## config.mk

```make
export PLATFORM = sky130hd
export DESIGN_NAME = chip8_timers
export DESIGN_NICKNAME = d
export VERILOG_FILES = /design/src/rtl/chip8_timers.sv
export SDC_FILE = /design/constraint.sdc
export NUM_CORES = 1
export LEC_CHECK = 0
export CAP_MARGIN = 20
export CORE_AREA = 3 3 68 70
export DETAILED_ROUTE_END_ITERATION = 6
export DIE_AREA = 0 0 71 73
export GPL_ROUTABILITY_DRIVEN = 1
export PLACE_DENSITY = 0.77
export REMOVE_ABC_BUFFERS = 1
export SETUP_SLACK_MARGIN = 0.5
export SYNTH_ARGS = -nofsm -noshare
export SYNTH_HDL_FRONTEND = slang
export SYNTH_SLANG_ARGS = --single-unit
```

## constraint.sdc

```tcl
create_clock -name clk -period 5.3 [get_ports clk]
set_clock_uncertainty 0.1 [all_clocks]
set_input_delay 1.06 -clock clk [delete_from_list [all_inputs] [get_ports clk]]
set_output_delay 1.06 -clock clk [all_outputs]
set_load 0.05 [all_outputs]
```

## src/rtl/chip8_timers.sv

```systemverilog
// CHIP-8 delay and sound timers with a square-wave tone generator.
// Both timers count down on the 60 Hz strobe; the tone runs while ST is nonzero.
module chip8_timers #(
    parameter int unsigned TONE_HALF_PERIOD = 114
) (
    input  logic       clk,
    input  logic       reset,
    input  logic       tick_60hz,
    input  logic       freeze,
    input  logic       dt_we,
    input  logic       st_we,
    input  logic [7:0] wdata,
    output logic [7:0] dt_value,
    output logic [7:0] st_value,
    output logic       sound_active,
    output logic       tone,
    output logic       dt_expired
);

    localparam logic [15:0] TONE_LAST = 16'(TONE_HALF_PERIOD - 1);

    logic [7:0]  dt_q, dt_d;
    logic [7:0]  st_q, st_d;
    logic        exp_q, exp_d;
    logic        tone_q, tone_d;
    logic [15:0] cnt_q, cnt_d;
    logic        dec_en;

    assign dec_en = tick_60hz && !freeze;

    always_comb begin
        dt_d  = dt_q;
        exp_d = 1'b0;
        if (dt_we) begin
            dt_d = wdata;
        end else if (dec_en && dt_q != 8'd0) begin
            dt_d  = dt_q - 8'd1;
            exp_d = (dt_q == 8'd1);
        end
    end

    always_comb begin
        st_d = st_q;
        if (st_we) begin
            st_d = wdata;
        end else if (dec_en && st_q != 8'd0) begin
            st_d = st_q - 8'd1;
        end
    end

    // Phase is kept across ST reloads; only silence resets the waveform.
    always_comb begin
        cnt_d  = cnt_q;
        tone_d = tone_q;
        if (st_q == 8'd0) begin
            cnt_d  = 16'd0;
            tone_d = 1'b0;
        end else if (cnt_q == TONE_LAST) begin
            cnt_d  = 16'd0;
            tone_d = ~tone_q;
        end else begin
            cnt_d = cnt_q + 16'd1;
        end
    end

    always_ff @(posedge clk) begin
        if (reset) begin
            dt_q   <= 8'd0;
            st_q   <= 8'd0;
            exp_q  <= 1'b0;
            tone_q <= 1'b0;
            cnt_q  <= 16'd0;
        end else begin
            dt_q   <= dt_d;
            st_q   <= st_d;
            exp_q  <= exp_d;
            tone_q <= tone_d;
            cnt_q  <= cnt_d;
        end
    end

    assign dt_value     = dt_q;
    assign st_value     = st_q;
    assign sound_active = (st_q != 8'd0);
    assign tone         = tone_q;
    assign dt_expired   = exp_q;

endmodule

```

After elaboration in Yosys (flattened, before gate mapping):

Index checks and enable logic that the tools add are counted.

* flip-flop bits (word level): 34
* input bits: 14
* logic and storage cells: 28

* add/subtract/negate cells: 3
* equal/unequal tests: 2
* multiplexer cells: 4
* bitwise gates (word level): 2
* reduce and logical (&&, ||, !) cells: 12

Operators by type and width (count)
* 8-bit 2-to-1 mux: 4
* 16-bit by 1-bit adder with 16-bit output, second input constant: 1
* 16-bit by 7-bit == test with 1-bit output, second input constant: 1
* 8-bit nonzero test: 2
* 8-bit by 1-bit subtractor with 8-bit output, second input constant: 2
* 8-bit by 1-bit == test with 1-bit output, second input constant: 1
* 8-bit logical NOT: 1
* 3-bit OR reduction: 2
* 2-bit nonzero test: 2
* 1-bit logical AND: 3
* 1-bit inverter: 2
* 2-bit OR reduction: 1
* 1-bit logical NOT: 1

Depth between registers and ports, before layout:

* depth in word-level cells: 5
* mapped depth: 7

Worst setup path before layout:

OpenSTA, ideal clock, no wires.

* path type: flip-flop to output port
* start: reg st_q[0], in the netlist st_value[0]
* end: out sound_active
* arrival: 1594 ps
* required time: 4140 ps
* setup slack: 2546 ps
* stages on the path, launching flop included: 5
* cells stage by stage: dfxtp_1 > inv_1 > ha_1 > nor3b_1 > nand2_1

* longest elaborated chain between the ends: 1

Ends and longest elaborated chain
* start: declaration: line 23 `logic [7:0] st_q, st_d;`
* start signal: assignment: line 75 `st_q <= st_d;`
* 8-bit nonzero test: line 84 `assign sound_active = (st_q != 8'd0);`
* end: declaration: line 15 `output logic sound_active,`

Every way passes these cells.

Final worst setup path:

Ends and elaborated chain as after synthesis.

==> flow_summary.toml <==
[synthesis]
synth_ff_type = "dfxtp_1"
synth_cell_types = 44
synth_top_area_share_pct = 37.5
seq_area_frac_synth_pct = 37.5
synth_top_cells_by_area = "dfxtp_1 38%, xnor2_1 7.2%, nor2_1 5.8%"
synth.largest_area_cell = "dfxtp_1"
syn_avg_cell_area_sq_um = 8.80
synth-edff-count = 0
ys_warn_count = 0
synth-seq-cells = 34
synthArstFlopShare_pct = 0
syn_inst = 206
syn_area_sq_um = 1810

[routing]
wire_per_inst_um = 13.6
num_vias = 1571
drc = 0
drt_iter0_drc = 88
antenna_left = 0
vias_per_cell = 5.44
routed_wl_um = 3930
drt_pre_antenna_iters = 4

[worst_hold_path]
hp-class = "flop to flop"

[status]
status = "finished clean"

[cells_and_area]
fin_util_pct = 56.2
final_area_sq_um = 2260
insertedDiodeCount = 0
stdcell_count = 289
regArea_sq_um = 681
fillers = 382
multi_input_area_sq_um = 1040
syn_to_final_growth_pct = 24.9
final_common_cell = "dfxtp_1"
drive_above_1_share_pct = 5.44
mostFrequentLayoutCells = "34 x dfxtp_1, 32 x clkdlybuf4s50_1, 28 x nor2_1, 15 x xnor2_1, 13 x inv_1"
fin_nets = 260

[global_route]
grt_max_degree = 23
grt_pass1_vias = 1576
grt_overflow = 0
grt_usage_pct = 16.9
grt_pass1_wl_um = 7030
antenna_found_initial = 0

[setup_path]
end_kind = "primary output"
worstPathArrival_ns = 2.22
worstPathRequired_ns = 4.14
crit_path_start_kind = "flop"
worstPathMaxFanout = 5
path_class = "flop to primary output"

[clocking]
post_cts_resize_count = 0
cts_sinks = 34
cts_tree = "yes"
cts_made_buffers = 5
cts_setup_buffers = 0
clkTransAtPathRegs_ns = 0.07
holdBufCountCts = 0
cts-root-buf = "clkbuf_8"
clk_latency_ns = 0.28
htreeDepth = 2
cts_buffer_depth = 2

[place]
dp_cells = 282
io_buffers = 32
gp_routability_congestion = 0.779
placed_area_sq_um = 2150
dp_hpwl_um = 2940
place_ws_ns = 2.07

[timing]
maxSlewHeadroom_pct = 41.9
tns_ns = 0
post-route-period-util_pct = 63.7
fin_ws_ns = 1.92
final_max_slew_viol_count = 0
period_minus_slack_ns = 3.38
rsz0062_at_grt = "false"
setup_violations = 0
hold_violations = 0
worstMarginPinSlew_ns = 0.849
timing.fmax_ghz = 0.296
holdWs_ns = 0.389

[floorplanning]
start_util_pct = 45.0
die_h_um = 73
fp-row-count = 23
pin_count = 33
core_area_sq_um = 4030
die_area_sq_um = 5180
die_width_um = 71

[power]
p_switching_uw = 195
p_per_area_nw_per_um2 = 296
finalPower_uw = 669
combPwrFrac_pct = 21.1
power_frac_clock_pct = 36.0
internal-power_uw = 474
pwr-share-seq_pct = 42.8
peakVddDrop_mv = 0.166
p_leak_nw = 0.806
netSwitchingFraction_pct = 29.1

[run]
max_cap_violations = 0
## worst max-delay path, cell delays in order (launching register included)
cell and delay, ns:
dfxtp_1 0.35, inv_1 0.09, ha_1 0.16, nor3b_1 0.47
nand2_1 0.14, clkdlybuf4s50_1 0.72
## final timing paths
| check | to | start | slack, ns | cells after the start |
|---|---|---|---|---|
| min reg2reg | cnt_q[0] | cnt_q[0] | 0.39 | 1 |
| max reg2reg | st_value[6] | st_value[0] | 2.92 | 6 |
| min | cnt_q[0] | cnt_q[0] | 0.39 | 1 |
| max | sound_active | st_value[0] | 1.92 | 5 |
## cells in the mapped netlist (3+ instances only)
cell type / n
clkbuf_1: 3
dfxtp_1: 34
or3_1: 3
nor2_1: 28
nand4_1: 5
a211oi_1: 10
xnor2_1: 15
xor2_1: 5
nor4_1: 6
mux2i_1: 4
nand2_1: 10
a21oi_1: 8
ha_1: 7
a21o_1: 3
nand3_1: 6
and4_1: 4
nor3_1: 7
o21ai_0: 3
inv_1: 13
## cell type report
class,instances,area share [%]
well taps,50,2.76
clock buffers,6,3.65
flip-flops and latches,34,30.1
inverters,14,2.32
clock inverters,1,1.33
repair buffers,32,14.1
multi-input cells,152,45.7
## sequential cells by signal (all words and copies together) (netlist names)
| signal | count |
|---|---|
| st_value | 8 |
| dt_value | 8 |
| dt_expired | 1 |
| tone | 1 |
| cnt_q | 16 |
## power groups by stage
stage | logic, mW | clock network (mW) | registers [mW]
CTS | 0.142 | 0.248 | 0.287
global route | 0.152 | 0.259 | 0.289
floorplan | 0.0601 | 0 | 0.323
finish | 0.141 | 0.241 | 0.287
detailed placement | 0.141 | 0 | 0.292
global placement | 0.140 | 0 | 0.292
## metal layers
layer / wire, um / part of all wire [%] / up-vias / track usage, %
met5: 0 / 0 / - / 0
met3: 154 / 3.9 / 6 / 5.10
met2: 2000 / 51 / 32 / 28.9
li1: - / - / 808 / -
met4: 66 / 1.7 / 0 / 5.22
met1: 1700 / 43 / 725 / 20.5
## cells by family (layout without fill, tap and decap cells)
family | after synthesis | count (layout) | synth area share (%)
adder cells (fa/ha/maj) | 7 | 7 | 4.83
flip-flops | 34 | 34 | 37.5
multiplexers | 4 | 4 | 2.21
XOR/XNOR | 20 | 20 | 9.66
AND/OR/NAND/NOR | 83 | 83 | 24.7
AO/OA/AOI/OAI | 38 | 38 | 15.7
buffers and inverters | 20 | 53 | 5.31
(Power assumes the default switching activity.)
